## src/rtl/vga_timing_pkg.sv

```systemverilog
// Shared timing defaults for the VGA raster generator (640x480 @ 60 Hz,
// 25 MHz pixel rate) and the sync polarity encodings.
package vga_timing_pkg;

  localparam int CNT_W_DEF     = 10;

  localparam int H_VISIBLE_DEF = 640;
  localparam int H_FP_DEF      = 16;
  localparam int H_SYNC_DEF    = 96;
  localparam int H_BP_DEF      = 48;
  localparam int H_TOTAL_DEF   = H_VISIBLE_DEF + H_FP_DEF + H_SYNC_DEF + H_BP_DEF;

  localparam int V_VISIBLE_DEF = 480;
  localparam int V_FP_DEF      = 10;
  localparam int V_SYNC_DEF    = 2;
  localparam int V_BP_DEF      = 33;
  localparam int V_TOTAL_DEF   = V_VISIBLE_DEF + V_FP_DEF + V_SYNC_DEF + V_BP_DEF;

  localparam logic SYNC_ACTIVE_LOW  = 1'b0;
  localparam logic SYNC_ACTIVE_HIGH = 1'b1;

endpackage

```

## src/rtl/vga_axis_counter.sv

```systemverilog
// One raster axis: wrapping counter with enable, terminal-count flag and a
// registered sync output computed from the next count so it lines up with it.
module vga_axis_counter
  import vga_timing_pkg::*;
#(
  parameter int               CNT_W      = CNT_W_DEF,
  parameter logic [CNT_W-1:0] CNT_MAX    = '1,
  parameter logic [CNT_W-1:0] SYNC_START = '0,
  parameter logic [CNT_W-1:0] SYNC_END   = '0,
  parameter logic             SYNC_POL   = SYNC_ACTIVE_LOW
) (
  input  logic             i_clk,
  input  logic             i_rst_n,
  input  logic             i_en,
  output logic [CNT_W-1:0] o_cnt,
  output logic [CNT_W-1:0] o_cnt_nxt,
  output logic             o_tc,
  output logic             o_sync
);

  logic [CNT_W-1:0] r_cnt;
  logic             r_sync;
  logic [CNT_W-1:0] w_cnt_nxt;
  logic             w_tc;
  logic             w_sync_nxt;

  assign w_tc = (r_cnt == CNT_MAX);

  // Next count: wrap at terminal count, otherwise step; hold when disabled.
  always_comb begin
    w_cnt_nxt = r_cnt;
    if (i_en) begin
      w_cnt_nxt = w_tc ? '0 : r_cnt + CNT_W'(1);
    end
  end

  assign w_sync_nxt = (w_cnt_nxt >= SYNC_START) && (w_cnt_nxt < SYNC_END);

  // Counter and sync register; reset parks the count at terminal so the
  // first enabled tick lands on zero.
  always_ff @(posedge i_clk or negedge i_rst_n) begin
    if (!i_rst_n) begin
      r_cnt  <= CNT_MAX;
      r_sync <= ~SYNC_POL;
    end else begin
      r_cnt  <= w_cnt_nxt;
      r_sync <= w_sync_nxt ? SYNC_POL : ~SYNC_POL;
    end
  end

  assign o_cnt     = r_cnt;
  assign o_cnt_nxt = w_cnt_nxt;
  assign o_tc      = w_tc;
  assign o_sync    = r_sync;

endmodule

```

## src/rtl/vga_timing_gen.sv

```systemverilog
// VGA raster timing generator: hsync/vsync, display-valid, pixel coordinates
// and line/frame start pulses, advanced by a one-clock pixel tick.
// Optional macro VGA_FRAME_CNT_EN adds a 16-bit frames-since-reset counter.
module vga_timing_gen
  import vga_timing_pkg::*;
#(
  parameter int   H_VISIBLE = H_VISIBLE_DEF,
  parameter int   H_FP      = H_FP_DEF,
  parameter int   H_SYNC    = H_SYNC_DEF,
  parameter int   H_BP      = H_BP_DEF,
  parameter int   V_VISIBLE = V_VISIBLE_DEF,
  parameter int   V_FP      = V_FP_DEF,
  parameter int   V_SYNC    = V_SYNC_DEF,
  parameter int   V_BP      = V_BP_DEF,
  parameter logic SYNC_POL  = SYNC_ACTIVE_LOW,
  parameter int   CNT_W     = CNT_W_DEF
) (
  input  logic             i_clk,
  input  logic             i_rst_n,
  input  logic             i_pix_en,
  output logic [CNT_W-1:0] o_h_cnt,
  output logic [CNT_W-1:0] o_v_cnt,
  output logic             o_hsync,
  output logic             o_vsync,
  output logic             o_valid,
  output logic             o_line_start,
  output logic             o_frame_start
`ifdef VGA_FRAME_CNT_EN
  ,
  output logic [15:0]      o_frame_cnt
`endif
);

  localparam int H_TOTAL = H_VISIBLE + H_FP + H_SYNC + H_BP;
  localparam int V_TOTAL = V_VISIBLE + V_FP + V_SYNC + V_BP;

  localparam logic [CNT_W-1:0] H_MAX        = CNT_W'(H_TOTAL - 1);
  localparam logic [CNT_W-1:0] H_SYNC_START = CNT_W'(H_VISIBLE + H_FP);
  localparam logic [CNT_W-1:0] H_SYNC_END   = CNT_W'(H_VISIBLE + H_FP + H_SYNC);
  localparam logic [CNT_W-1:0] H_VIS_END    = CNT_W'(H_VISIBLE);
  localparam logic [CNT_W-1:0] V_MAX        = CNT_W'(V_TOTAL - 1);
  localparam logic [CNT_W-1:0] V_SYNC_START = CNT_W'(V_VISIBLE + V_FP);
  localparam logic [CNT_W-1:0] V_SYNC_END   = CNT_W'(V_VISIBLE + V_FP + V_SYNC);
  localparam logic [CNT_W-1:0] V_VIS_END    = CNT_W'(V_VISIBLE);

  logic [CNT_W-1:0] w_h_nxt;
  logic [CNT_W-1:0] w_v_nxt;
  logic             w_h_tc;
  logic             w_v_tc;
  logic             w_v_en;
  logic             w_frame_wrap;
  logic             r_valid;
  logic             r_line_start;
  logic             r_frame_start;

  assign w_v_en       = i_pix_en & w_h_tc;
  assign w_frame_wrap = w_v_en & w_v_tc;

  vga_axis_counter #(
    .CNT_W      (CNT_W),
    .CNT_MAX    (H_MAX),
    .SYNC_START (H_SYNC_START),
    .SYNC_END   (H_SYNC_END),
    .SYNC_POL   (SYNC_POL)
  ) u_h_axis (
    .i_clk     (i_clk),
    .i_rst_n   (i_rst_n),
    .i_en      (i_pix_en),
    .o_cnt     (o_h_cnt),
    .o_cnt_nxt (w_h_nxt),
    .o_tc      (w_h_tc),
    .o_sync    (o_hsync)
  );

  vga_axis_counter #(
    .CNT_W      (CNT_W),
    .CNT_MAX    (V_MAX),
    .SYNC_START (V_SYNC_START),
    .SYNC_END   (V_SYNC_END),
    .SYNC_POL   (SYNC_POL)
  ) u_v_axis (
    .i_clk     (i_clk),
    .i_rst_n   (i_rst_n),
    .i_en      (w_v_en),
    .o_cnt     (o_v_cnt),
    .o_cnt_nxt (w_v_nxt),
    .o_tc      (w_v_tc),
    .o_sync    (o_vsync)
  );

  // Valid and start pulses registered from next-count state, aligned with the counters.
  always_ff @(posedge i_clk or negedge i_rst_n) begin
    if (!i_rst_n) begin
      r_valid       <= 1'b0;
      r_line_start  <= 1'b0;
      r_frame_start <= 1'b0;
    end else begin
      r_valid       <= (w_h_nxt < H_VIS_END) && (w_v_nxt < V_VIS_END);
      r_line_start  <= w_v_en;
      r_frame_start <= w_frame_wrap;
    end
  end

  assign o_valid       = r_valid;
  assign o_line_start  = r_line_start;
  assign o_frame_start = r_frame_start;

`ifdef VGA_FRAME_CNT_EN
  logic [15:0] r_frame_cnt;

  // Frames started since reset; wraps naturally at 16 bits.
  always_ff @(posedge i_clk or negedge i_rst_n) begin
    if (!i_rst_n) begin
      r_frame_cnt <= 16'd0;
    end else if (w_frame_wrap) begin
      r_frame_cnt <= r_frame_cnt + 16'd1;
    end
  end

  assign o_frame_cnt = r_frame_cnt;
`endif

endmodule

```

## config.mk

```make
export PLATFORM = sky130hd
export DESIGN_NAME = vga_timing_gen
export DESIGN_NICKNAME = d
export VERILOG_FILES = /design/src/rtl/vga_timing_pkg.sv /design/src/rtl/vga_axis_counter.sv /design/src/rtl/vga_timing_gen.sv
export SDC_FILE = /design/constraint.sdc
export NUM_CORES = 1
export LEC_CHECK = 0
export CAP_MARGIN = 20
export CORE_UTILIZATION = 44
export CTS_CLUSTER_SIZE = 12
export DETAILED_ROUTE_END_ITERATION = 10
export GPL_ROUTABILITY_DRIVEN = 0
export HOLD_SLACK_MARGIN = 0.08
export PLACE_DENSITY_LB_ADDON = 0.25
export SLEW_MARGIN = 0
export SYNTH_ARGS = -nofsm -noshare
export SYNTH_HDL_FRONTEND = slang
export SYNTH_SLANG_ARGS = --single-unit
```

## constraint.sdc

```tcl
create_clock -name i_clk -period 2.14 [get_ports i_clk]
set_input_delay 0.428 -clock i_clk [delete_from_list [all_inputs] [get_ports i_clk]]
set_output_delay 0.428 -clock i_clk [all_outputs]
set_load 0.05 [all_outputs]
```

==> results.json <==
{
  "irDropWorstVdd_mv": 0.775,
  "tightest_slew_ns": 0.513,
  "final_common_cell": "buf_4",
  "dr_total_vias": 1123,
  "status": "finished, violations left",
  "synth.area.top_cells": "dfrtp_1, dfstp_2, xor2_1",
  "grt_use_met3_pct": 2.58,
  "r2r-end": "u_v_axis.o_sync$_DFF_PN1_",
  "portBuffers": 27,
  "wl_per_cell_um": 14.3,
  "reg2reg_setup_slack_ns": -0.02,
  "worstRegToRegCells": 7,
  "clkSinkCount": 25,
  "cp.required_ns": 2.36,
  "overflow": 0,
  "start_kind": "flop",
  "max_slew_margin_pct": 65.8,
  "placed_area_mm2": 0.00179,
  "dr.first_iter.drc_count": 34,
  "synthCells": 116,
  "clk_pin_slew_worst_paths_ns": 0.13,
  "grt_util_met2_pct": 36.3,
  "critPathMaxFanout": 4,
  "cp-end-kind": "flop",
  "grt_max_degree": 26,
  "fp.coreArea_mm2": 0.00273,
  "viasPerCell": 5.43,
  "drtAntennaViolNets": 0,
  "netlist_area_mm2": 0.00125,
  "final_cell_mix": "buf_4, clkdlybuf4s50_1, dfrtp_1, nand2_1",
  "hpwl_mm": 2.31,
  "cts_max_level": 1,
  "p_per_area_mw_per_mm2": 710,
  "maxCapViolations": 0,
  "yosysWarnings": 0,
  "rows": 19,
  "postLayoutCellArea_mm2": 0.00187,
  "grt_usage_pct": 20.9,
  "crit_arrival_ns": 2.39,
  "ys_seq_area_share_pct": 51.0,
  "nets": 183,
  "totalWireLength_mm": 2.96,
  "timing_worst_setup_path_type": "flop to flop",
  "die_h_um": 55.4,
  "hold_class": "input pin to async pin",
  "synth_area_per_cell_um2": 10.8,
  "io_pins": 28,
  "drtPass1Iterations": 4,
  "finalHoldViolCount": 0,
  "max_freq_mhz": 462,
  "cts_buffers": 3,
  "rsz0062_at_grt": "yes",
  "die_area_mm2": 0.00307,
  "synth_edf_count": 0,
  "setup_viol": 1,
  "cts_tree": "built",
  "area_growth_pct": 49.2,
  "initial_core_util_pct": 45.9,
  "die_x_um": 55.4,
  "fillers": 203,
  "min_period_over_period_pct": 101,
  "syn_nets": 122,
  "clk_latency_ns": 0.31,
  "synth_seq_cells": 25,
  "antenna_found_initial": 0,
  "synthArstFlopShare_pct": 100,
  "clock_skew_ns": 0.00415,
  "layout_min_cycle_time_ns": 2.16,
  "grt-busiest-layer": "met2",
  "fin_ws_ns": -0.0234,
  "root_buffer": "clkbuf_4",
  "synth_area_leader_cell": "dfrtp_1",
  "p_leak_nw": 0.863,
  "synth_top_area_share_pct": 25.9,
  "final-max-slew-violation-count": 0,
  "use_met1_pct": 26.6,
  "tns_ns": -0.0234,
  "synth_ff_type": "dfrtp_1",
  "diodes": 0,
  "grt_pass1_vias": 1144,
  "drive_gt1_share_pct": 39.8,
  "violations": "setup timing",
  "regToRegStartpoint": "u_h_axis.o_cnt[1]$_DFF_PN1_",
  "clk_path_buf_depth": 2,
  "grt_pass1_wl_mm": 5.15,
  "drc_errors": 0,
  "ys_types": 34
}
## per-layer routing
layer	vias to the layer above	part of all wire, %
li1	535	-
met1	558	43
met2	24	52
met3	6	2.8
met4	0	1.9
met5	-	0
## synthesized netlist by cell type (2+ instances only)
cell type and n:
o21ai_0 2, or3_1 2, and3_1 7, ha_1 3, nor2_1 10, inv_1 3
xnor2_1 5, dfrtp_1 13, and4_1 2, nor3_1 4, nand2_1 11, nor2b_1 2
nand4_1 5, dfstp_2 12, xor2_1 8, nand3_1 9
## where the power goes
group / internal (W) / switching, W / leakage (nW)
combinational: 0.000189 / 0.000304 / 0.550
sequential: 0.000557 / 0.0000747 / 0.298
clock: 0.0000728 / 0.000131 / 0.0150
## critical path: stages, from the launching register on
cell       delay, ns
dfstp_4         0.65
ha_4            0.15
nand4bb_4       0.14
or4_4           0.50
nor2_4          0.12
xor2_2          0.17
and4_4          0.25
nand4_1         0.10
## registers in the layout, summed over array words and instances, names as in the netlist
| register | cells |
|---|---|
| u_v_axis.o_sync | 1 |
| o_valid | 1 |
| u_h_axis.o_cnt | 10 |
| o_frame_start | 1 |
| u_v_axis.o_cnt | 10 |
| o_line_start | 1 |
| u_h_axis.o_sync | 1 |
## worst max path at each step
stage / from / to / depth (start not counted)
floorplan: u_h_axis.o_cnt[1]$_DFF_PN1_ / u_v_axis.o_sync$_DFF_PN1_ / 7
global placement: i_pix_en / u_v_axis.o_sync$_DFF_PN1_ / 7
detailed placement: i_pix_en / u_v_axis.o_sync$_DFF_PN1_ / 7
CTS: u_h_axis.o_cnt[1]$_DFF_PN1_ / u_v_axis.o_sync$_DFF_PN1_ / 7
global route: u_h_axis.o_cnt[1]$_DFF_PN1_ / u_v_axis.o_sync$_DFF_PN1_ / 7
finish: u_h_axis.o_cnt[1]$_DFF_PN1_ / u_v_axis.o_sync$_DFF_PN1_ / 7
## what timing repair did
action,4_1_cts,5_1_grt
setup endpoints to repair,3,5
resized for setup,1,9
setup buffers,2,0
pin swaps,1,0
hold buffers,0,0
## per-stage QoR
stage / hold slack, ns / setup WS [ns] / power (W) / instances / util [%]
detailed placement: 0.528 / -0.330 / 0.00112 / 201 / 65.4
floorplan: 0.132 / -0.00222 / 0.000938 / 116 / -
finish: 0.461 / -0.0234 / 0.00133 / 207 / 68.5
global placement: 0.519 / -0.270 / 0.00112 / 201 / 65.4
CTS: 0.470 / -0.0273 / 0.00134 / 207 / 66.9
global route: 0.489 / -0.112 / 0.00139 / 207 / 68.5
## final cells by class
| class | instances | area [um^2] | area share (%) |
|---|---|---|---|
| Multi-Input combinational cell | 88 | 667 | 35.6 |
| Sequential cell | 25 | 654 | 35.0 |
| Timing Repair Buffer | 56 | 474 | 25.3 |
| Tap cell | 31 | 38.8 | 2.07 |
| Clock buffer | 4 | 26.3 | 1.40 |
| Inverter | 3 | 11.3 | 0.602 |
## cells by family (layout without fill, tap and decap cells)
family,Yosys count,after routing,synth area share [%]
and+or+nand+nor,60,60,28.6
DFF,25,25,51.0
xor gates and xnor gates,13,13,9.07
AOI/OAI and AO/OA,10,10,5.68
adders and majority gates,3,3,2.99
buffers and inverters,3,63,0.897
muxes,2,2,1.69
No activity file was read; power rests on OpenSTA's default activity.
